## config.mk

```make
export PLATFORM = sky130hd
export DESIGN_NAME = vmem_bus_arbiter
export DESIGN_NICKNAME = d
export VERILOG_FILES = /design/src/rtl/vmem_arb_pkg.sv /design/src/rtl/rr_pick2.sv /design/src/rtl/vmem_bus_arbiter.sv
export SDC_FILE = /design/constraint.sdc
export NUM_CORES = 1
export LEC_CHECK = 0
export CAP_MARGIN = 10
export CORE_MARGIN = 8
export CORE_UTILIZATION = 25
export CTS_CLUSTER_DIAMETER = 60
export DETAILED_ROUTE_END_ITERATION = 12
export PLACE_DENSITY = 0.63
export SYNTH_ARGS = -nofsm -noshare
export SYNTH_HDL_FRONTEND = slang
export SYNTH_SLANG_ARGS = --single-unit
export TNS_END_PERCENT = 20
```

## constraint.sdc

```tcl
create_clock -name clk_i -period 2.2 [get_ports clk_i]
set_clock_uncertainty 0.05 [all_clocks]
set_input_delay 0.22 -clock clk_i [delete_from_list [all_inputs] [get_ports clk_i]]
set_output_delay 0.22 -clock clk_i [all_outputs]
set_load 0.02 [all_outputs]
```

## src/rtl/vmem_arb_pkg.sv

```systemverilog
// Shared types and constants for the vector/scalar memory bus arbiter.
package vmem_arb_pkg;

  typedef enum logic [1:0] {
    ARB_IDLE,
    ARB_ISSUE,
    ARB_WAIT_RESP,
    ARB_DONE
  } arb_state_e;

  localparam logic PORT_SCALAR = 1'b0;
  localparam logic PORT_VECTOR = 1'b1;

  localparam int unsigned DefaultCntW = 16;

endpackage

```

## src/rtl/rr_pick2.sv

```systemverilog
// Combinational two-way round-robin pick with lock override.
module rr_pick2 (
  input  logic [1:0] valid_i,
  input  logic       ptr_i,
  input  logic       lock_hold_i,
  input  logic       held_idx_i,
  output logic       grant_valid_o,
  output logic       grant_idx_o
);

  // A held lock grants only the held port; the other port waits even if it is the only one valid.
  always_comb begin
    grant_valid_o = 1'b0;
    grant_idx_o   = ptr_i;
    if (lock_hold_i) begin
      grant_valid_o = valid_i[held_idx_i];
      grant_idx_o   = held_idx_i;
    end else if (valid_i[0] && valid_i[1]) begin
      grant_valid_o = 1'b1;
      grant_idx_o   = ptr_i;
    end else if (valid_i[0]) begin
      grant_valid_o = 1'b1;
      grant_idx_o   = 1'b0;
    end else if (valid_i[1]) begin
      grant_valid_o = 1'b1;
      grant_idx_o   = 1'b1;
    end
  end

endmodule

```

## src/rtl/vmem_bus_arbiter.sv

```systemverilog
// Shares one 32-bit memory bus between the scalar LSU (port 0) and the VLSU (port 1),
// one outstanding access at a time, with a per-port lock for multi-word vector accesses.
module vmem_bus_arbiter
  import vmem_arb_pkg::*;
#(
  parameter int unsigned CNT_W = DefaultCntW
) (
  input  logic             clk_i,
  input  logic             rst_i,
  input  logic             p0_valid_i,
  input  logic             p0_write_i,
  input  logic [31:0]      p0_addr_i,
  input  logic [31:0]      p0_wdata_i,
  input  logic [3:0]       p0_wmask_i,
  input  logic             p0_lock_i,
  output logic             p0_ready_o,
  output logic             p0_resp_valid_o,
  output logic [31:0]      p0_resp_rdata_o,
  input  logic             p1_valid_i,
  input  logic             p1_write_i,
  input  logic [31:0]      p1_addr_i,
  input  logic [31:0]      p1_wdata_i,
  input  logic [3:0]       p1_wmask_i,
  input  logic             p1_lock_i,
  output logic             p1_ready_o,
  output logic             p1_resp_valid_o,
  output logic [31:0]      p1_resp_rdata_o,
  output logic             mem_valid_o,
  output logic             mem_write_o,
  output logic [31:0]      mem_addr_o,
  output logic [31:0]      mem_wdata_o,
  output logic [3:0]       mem_wmask_o,
  input  logic             mem_ready_i,
  input  logic             mem_resp_valid_i,
  input  logic [31:0]      mem_resp_rdata_i,
  output logic [CNT_W-1:0] p0_grants_o,
  output logic [CNT_W-1:0] p1_grants_o
);

  arb_state_e       state_q, state_d;
  logic             owner_q, owner_d;
  logic             write_q, write_d;
  logic [31:0]      addr_q, addr_d;
  logic [31:0]      wdata_q, wdata_d;
  logic [3:0]       wmask_q, wmask_d;
  logic [31:0]      rdata_q, rdata_d;
  logic             ptr_q, ptr_d;
  logic             lock_hold_q, lock_hold_d;
  logic             lock_idx_q, lock_idx_d;
  logic [CNT_W-1:0] cnt0_q, cnt0_d;
  logic [CNT_W-1:0] cnt1_q, cnt1_d;

  logic grant_valid;
  logic grant_idx;

  rr_pick2 u_pick (
    .valid_i       ({p1_valid_i, p0_valid_i}),
    .ptr_i         (ptr_q),
    .lock_hold_i   (lock_hold_q),
    .held_idx_i    (lock_idx_q),
    .grant_valid_o (grant_valid),
    .grant_idx_o   (grant_idx)
  );

  // Next-state: capture in IDLE, track the bus handshake, retire and update lock/counters in DONE.
  always_comb begin
    state_d     = state_q;
    owner_d     = owner_q;
    write_d     = write_q;
    addr_d      = addr_q;
    wdata_d     = wdata_q;
    wmask_d     = wmask_q;
    rdata_d     = rdata_q;
    ptr_d       = ptr_q;
    lock_hold_d = lock_hold_q;
    lock_idx_d  = lock_idx_q;
    cnt0_d      = cnt0_q;
    cnt1_d      = cnt1_q;
    unique case (state_q)
      ARB_IDLE: begin
        if (grant_valid) begin
          owner_d = grant_idx;
          if (grant_idx == PORT_VECTOR) begin
            write_d = p1_write_i;
            addr_d  = p1_addr_i;
            wdata_d = p1_write_i ? p1_wdata_i : 32'h0;
            wmask_d = p1_write_i ? p1_wmask_i : 4'h0;
          end else begin
            write_d = p0_write_i;
            addr_d  = p0_addr_i;
            wdata_d = p0_write_i ? p0_wdata_i : 32'h0;
            wmask_d = p0_write_i ? p0_wmask_i : 4'h0;
          end
          ptr_d   = ~grant_idx;
          state_d = ARB_ISSUE;
        end
      end
      ARB_ISSUE: begin
        if (mem_ready_i) begin
          if (write_q) begin
            state_d = ARB_DONE;
          end else if (mem_resp_valid_i) begin
            rdata_d = mem_resp_rdata_i;
            state_d = ARB_DONE;
          end else begin
            state_d = ARB_WAIT_RESP;
          end
        end
      end
      ARB_WAIT_RESP: begin
        if (mem_resp_valid_i) begin
          rdata_d = mem_resp_rdata_i;
          state_d = ARB_DONE;
        end
      end
      ARB_DONE: begin
        lock_idx_d = owner_q;
        if (owner_q == PORT_VECTOR) begin
          lock_hold_d = p1_lock_i;
          cnt1_d      = (cnt1_q == '1) ? cnt1_q : cnt1_q + CNT_W'(1);
        end else begin
          lock_hold_d = p0_lock_i;
          cnt0_d      = (cnt0_q == '1) ? cnt0_q : cnt0_q + CNT_W'(1);
        end
        state_d = ARB_IDLE;
      end
      default: state_d = ARB_IDLE;
    endcase
  end

  // State register; a reset drops any in-flight access without a ready.
  always_ff @(posedge clk_i) begin
    if (rst_i) begin
      state_q     <= ARB_IDLE;
      owner_q     <= PORT_SCALAR;
      write_q     <= 1'b0;
      addr_q      <= '0;
      wdata_q     <= '0;
      wmask_q     <= '0;
      rdata_q     <= '0;
      ptr_q       <= PORT_SCALAR;
      lock_hold_q <= 1'b0;
      lock_idx_q  <= PORT_SCALAR;
      cnt0_q      <= '0;
      cnt1_q      <= '0;
    end else begin
      state_q     <= state_d;
      owner_q     <= owner_d;
      write_q     <= write_d;
      addr_q      <= addr_d;
      wdata_q     <= wdata_d;
      wmask_q     <= wmask_d;
      rdata_q     <= rdata_d;
      ptr_q       <= ptr_d;
      lock_hold_q <= lock_hold_d;
      lock_idx_q  <= lock_idx_d;
      cnt0_q      <= cnt0_d;
      cnt1_q      <= cnt1_d;
    end
  end

  // Outputs decode registered state only; non-owner response lines stay at zero.
  always_comb begin
    p0_ready_o      = (state_q == ARB_DONE) && (owner_q == PORT_SCALAR);
    p1_ready_o      = (state_q == ARB_DONE) && (owner_q == PORT_VECTOR);
    p0_resp_valid_o = p0_ready_o && !write_q;
    p1_resp_valid_o = p1_ready_o && !write_q;
    p0_resp_rdata_o = p0_resp_valid_o ? rdata_q : 32'h0;
    p1_resp_rdata_o = p1_resp_valid_o ? rdata_q : 32'h0;
    mem_valid_o     = (state_q == ARB_ISSUE);
    mem_write_o     = write_q;
    mem_addr_o      = addr_q;
    mem_wdata_o     = wdata_q;
    mem_wmask_o     = wmask_q;
    p0_grants_o     = cnt0_q;
    p1_grants_o     = cnt1_q;
  end

endmodule
```

==> results of run 1 <==
[cell families (layout without fill, tap and decap cells)]
logic type,count (synthesis),count (layout)
simple gates,280,280
compound gates,166,166
flops,139,139
buf+inv,66,422
mux,42,42
fa+ha+maj,7,7
[state kept, by name, summed over array words and instances (netlist names)]
| signal | cells |
|---|---|
| mem_addr_o | 32 |
| mem_write_o | 1 |
| p1_grants_o | 16 |
| state_q | 2 |
| lock_hold_q | 1 |
| rdata_q | 32 |
| p0_grants_o | 16 |
| mem_wdata_o | 32 |
| mem_wmask_o | 4 |
| owner_q | 1 |
| lock_idx_q | 1 |
| ptr_q | 1 |
[per-stage QoR]
step,TNS (ns),total power [mW],utilization
final,0,9.69,0.434
after global routing,-0.0993,10.2,0.434
after CTS,0,9.86,0.445
after detailed placement,0,6.74,0.420
after global placement,0,6.71,0.420
after floorplan,0,5.06,-
[Yosys cell counts (11+ instances only)]
cell      number
clkbuf_1      37
a222oi_1      32
and2_1        64
dfxtp_1      139
nor3_1        11
nor2_1        83
a21oi_1       57
nand3_1       11
nand2_1       48
buf_2         12
inv_1         14
a22oi_1       37
mux2i_1       36
[final cells by class]
| cell class | count | area, um2 |
|---|---|---|
| Inverter | 15 | 56.3 |
| Multi-Input combinational cell | 495 | 3210 |
| Timing Repair Buffer | 375 | 3510 |
| Tap cell | 324 | 405 |
| Fill cell | 2493 | 13800 |
| Sequential cell | 139 | 2780 |
| Clock buffer | 18 | 439 |
| Clock inverter | 14 | 184 |
[repair_timing]
action / CTS / global route
endpoints found under the hold margin: 0 / 0
buffers inserted: 0 / 0
setup endpoints to repair: 69 / 76
gates resized for setup: 122 / 84
[where the power goes]
group          switching (mW)  total (mW)  internal (mW)
Clock                    1.21        3.06           1.85
Sequential              0.263        3.21           2.94
Combinational            1.81        3.43           1.61
[worst reg2reg max path, stage by stage, from the launching register on]
cell and delay (ns):
dfxtp_1 0.34, ha_2 0.21, nand2_1 0.09, buf_4 0.15, inv_1 0.15, buf_4 0.15
o2111ai_1 0.18, or4_1 0.51, a21oi_1 0.15
[how the worst min path moves through the flow]
stage	from	end	slack (ns)	depth (start not counted)
floorplan	mem_resp_rdata_i[0]	rdata_q[0]	0.31	2
global placement	mem_wdata_o[21]	mem_wdata_o[21]	0.39	2
global route	rst_i	p0_grants_o[8]	0.24	2
CTS	rst_i	p1_grants_o[10]	0.21	2
detailed placement	mem_wdata_o[15]	mem_wdata_o[15]	0.39	2
finish	rst_i	p0_grants_o[8]	0.23	2
[per-layer routing]
metal | share of wire | vias to the layer above
met5 | 0.00037 | -
met4 | 0.014 | 2
met3 | 0.078 | 22
met2 | 0.49 | 218
met1 | 0.41 | 3040
li1 | - | 3240
==> run metrics, run 1 <==
status finished, final reports clean; top cell type's share of synthesized area 0.448; crit path launch state_q[1]; H-tree levels 4; leakage power 4.15 nW; CTS sink cnt 139; drt total wl 24600 um; mux cell area share after synthesis 0.0689; clock latency on the worst-skew pair 0.41 ns; commonest non-fill, non-tap cell in the layout clkdlybuf4s50_1; crit path launch type register; sequential share of the synthesized area 0.448; Core ar. 0.0244 mm2; crit path max fanout 33; top_reg_cell synth dfxtp_1; Wirelength per Cell 17.9 um; Detail Route Antenna Nets 0; DIE AREA 0.0301 mm2; delay-heaviest family, CP buffers and inverters; total global routing overflow 0; placed inst area 0.0102 mm2; initial drt markers 476; unrepaired setup endpoints after global routing yes; pre-CTS setup slack 0.0851 ns; Synth warnings 0; largest net degree at the start of global routing 71; layout cells sized above 1 0.139; I/O Pins 348; Synth async-reset ratio 0; die width 174 um; Initial Util 0.255; Final setup viols 0; worst slew pin tran 0.546 ns; Hold Path Class input port to register; vias in the first global route 6524; GR peak layer met2; Worst Setup End Kind primary output; adder-cell share of the synthesized area 0.0141; n_diodes 0; post-synthesis simple-gate area fraction 0.234; final hold violations 0; fin. max-slew vios 0; design area 0.0106 mm2; Max Fclk 474 MHz; Port Buffers 347; arrival time worst endpoint 1.84 ns; Tot GR Track Use 0.156; R2R depth 8; crit path capture p1_resp_rdata_o[29]; Synth cell types 50; Core Rows 57; Synth area leaders dfxtp_1, and2_1, mux2i_1, a222oi_1, nor2_1; DP Wirelength 18300 um; worst relative slew slack 0.636; mapped cell area 0.00621 mm2; slowest CP cell dfxtp_1; hold_ws 0.225 ns; number of synthesized flops with an enable pin 0; Non-Filler Instances 1380; commonest non-fill, non-tap cells in the layout clkdlybuf4s50_1, dfxtp_1, nor2_1; Layout area overhead 70.5%; GPL Wtd Cong 0.772; Post-Syn Instances 700; cells along the critical path ha_2 -> nand2_1 -> nor2_2 -> buf_12 -> and2_1 -> clkdlybuf4s15_2; hold_buf cts 0; minimum clock period 2.11 ns; TritonCTS clock tree built; Peak supply drop 0.502 mV; Synth Area in Compound Gates 0.192; via count 6522; CP Class register to primary output; leading area contributor after synthesis dfxtp_1; vias per cell 4.73; Clock Tree Buf Depth 2; CP Depth 6; CP Buf/Inv Count 2; #FFs+latches synth 139; Clk pin slew, worst setup/hold paths 0.06 ns; largest family of logic cells by synthesized area simple AND/OR/NAND/NOR gates; drt pass-1 iters 5; Cells after DPL 1348; antenna violations before repair 1; clock root buffer clkbuf_16; R2R Setup Slk 0.15 ns; worst reg2reg endpoint p1_grants_o[14]; Syn Area/Cell 8.87 um2; Syn Nets 885; power per cell area 915 mW/mm2; drc violations 0; Worst Path Required 1.93 ns; Reg-to-Reg Start state_q[1]; maxcap violations 0; nets 1228; CP max stage delay 0.34 ns; met1 usage 0.178; met3 Use GR 0.0627; final period utilization 0.960; first-pass GRT wire length 37700 um; TritonCTS Buffers 17; post-route worst setup slack 0.0890 ns; met2 usage 0.267; XOR/XNOR Fraction of Synth Area 0; chip height 174 um
(Power assumes the default switching activity.)
==> inputs of run 2 (changes only) <==
--- a/config.mk
+++ b/config.mk
@@ -10,6 +10,7 @@
 export CORE_UTILIZATION = 25
 export CTS_CLUSTER_DIAMETER = 60
 export DETAILED_ROUTE_END_ITERATION = 12
+export GPL_TIMING_DRIVEN = 0
 export PLACE_DENSITY = 0.63
 export SYNTH_ARGS = -nofsm -noshare
 export SYNTH_HDL_FRONTEND = slang
==> run 2 against run 1 <==
Net effect: combinational power rose by 2%; worst setup slack got worse by 0.024 ns; sequential power barely moved; critical path depth rose by 2; fmax fell by 1.1%; cell count rose by 2.6%; utilization rose by 0.84 points; first-iteration DRC count rose by 5.3%; critical path type unchanged; critical endpoint is now p0_resp_rdata_o[20]; highest routed layer is now met4.
==> run metrics, run 2 (synthesis gave the netlist of run 1 again) <==
Clk pin slew, worst setup/hold paths 0.06 ns; nets 1262; GPL Wtd Cong 0.799; Reg area 0.00279 mm2; vias per cell 4.79; worst slew pin tran 0.753 ns; H-tree levels 4; met1 wire length 11400 um; commonest non-fill, non-tap cells in the layout clkdlybuf4s50_1, dfxtp_1, nor2_1; delay-heaviest family, CP buffers and inverters; commonest non-fill, non-tap cell in the layout clkdlybuf4s50_1; chip height 174 um; drc violations 0; CP max stage delay 0.37 ns; Layout area overhead 73.8%; arrival time worst endpoint 1.87 ns; Core ar. 0.0244 mm2; first-pass GRT wire length 40700 um; final period utilization 0.971; fin. max-slew vios 0; Core Rows 57; setup_tns 0 ns; worst relative slew slack 0.498; vias in the first global route 6749; slowest CP cell dfxtp_4; antenna violations before repair 2; Initial Util 0.255; multi-input logic area 0.00325 mm2; total power 9.70 mW; crit path launch type register; Crit path top cell by count buf_6; drt pass-1 iters 7; CP Class register to primary output; die width 174 um; clock latency on the worst-skew pair 0.42 ns; Port Buffers 346; DIE AREA 0.0301 mm2; clock root buffer clkbuf_16; hold_ws 0.289 ns; minimum clock period 2.14 ns; largest net degree at the start of global routing 17; DR top layer met4; Final setup viols 0; total global routing overflow 0; TritonCTS Buffers 17; drt total wl 27000 um; Final Util 0.442; DP Wirelength 20800 um; I/O Pins 348; Peak supply drop 0.485 mV; layout cells sized above 1 0.152; Max Fclk 468 MHz; Detail Route Antenna Nets 0; Hold Path Class input port to register; cells along the critical path ha_4 -> nand2b_1 -> buf_6 -> nor2_4 -> buf_6 -> clkbuf_8 -> and2_1 -> buf_6; via count 6779; initial drt markers 501; crit path max fanout 10; Worst Path Required 1.93 ns; layout filler cell count 2472; maxcap violations 0; final hold violations 0; status finished, final reports clean; met2 WL 13200 um; CTS sink cnt 139; leakage power 4.31 nW; Wirelength per Cell 19.1 um; Clock Tree Buf Depth 2; unrepaired setup endpoints after global routing yes; power per cell area 899 mW/mm2; Worst Setup End Kind primary output; TritonCTS clock tree built; CP Buf/Inv Count 4; Met3 Wirelength 2050 um; Tot GR Track Use 0.172
[run 2: cell types whose count changed in the layout (fill, tap and decap cells not counted), sizes merged, moves of 2 or more]
cell,before,now
diode,0,2
clkdlybuf4s15,7,1
buf,34,79
clkbuf,71,63
[run 2: final timing paths]
| check | start | end | slack, ns | cells past startpoint |
|---|---|---|---|---|
| hold / removal | rst_i | p1_grants_o[6] | 0.29 | 3 |
| setup / recovery | state_q[1] | p0_resp_rdata_o[20] | 0.06 | 8 |
| hold reg to reg | mem_wdata_o[27] | mem_wdata_o[27] | 0.40 | 2 |
| setup reg to reg | p0_grants_o[0] | p0_grants_o[10] | 0.15 | 5 |
[run 2: routing by layer]
layer / up-vias / global-route usage
li1: 3316 / -
met1: 3179 / 0.206
met2: 259 / 0.289
met3: 25 / 0.0588
met4: 0 / 0.0456
met5: - / 0
[run 2: power breakdown]
part	internal, mW	switching, mW	total [mW]	leakage [nW]
sequential	2.95	0.287	3.24	1.13
clock	1.73	1.23	2.96	0.294
combinational	1.63	1.88	3.51	2.88
[run 2: cell type report]
class,instances,area share
Tap cell,324,0.0376
Buffer,50,0.0277
Inverter,15,0.00522
Timing Repair Buffer,359,0.314
Antenna cell,2,0.000464
Multi-Input combinational cell,495,0.301
Sequential cell,139,0.258
Clock buffer,18,0.0407
Clock inverter,14,0.0147
[run 2: worst min-delay path: stages]
cell and delay (ns):
clkbuf_1 0.22, nor2_1 0.14, mux2_2 0.14
[run 2: repair_timing]
item	CTS	global route
hold buffers	0	0
buffers inserted	10	2
resized for setup	306	54
pin swaps	4	3
cloned	1	0
endpoints found under the setup margin	169	130
[run 2: stage by stage]
step | area, um2 | setup slack (ns) | instances
floorplan | 6210 | 0.241 | 700
global placement | 10100 | -0.797 | 1370
detailed placement | 10100 | -0.808 | 1370
CTS | 10900 | -0.122 | 1413
global route | 10800 | -0.0312 | 1416
finish | 10800 | 0.0647 | 1416
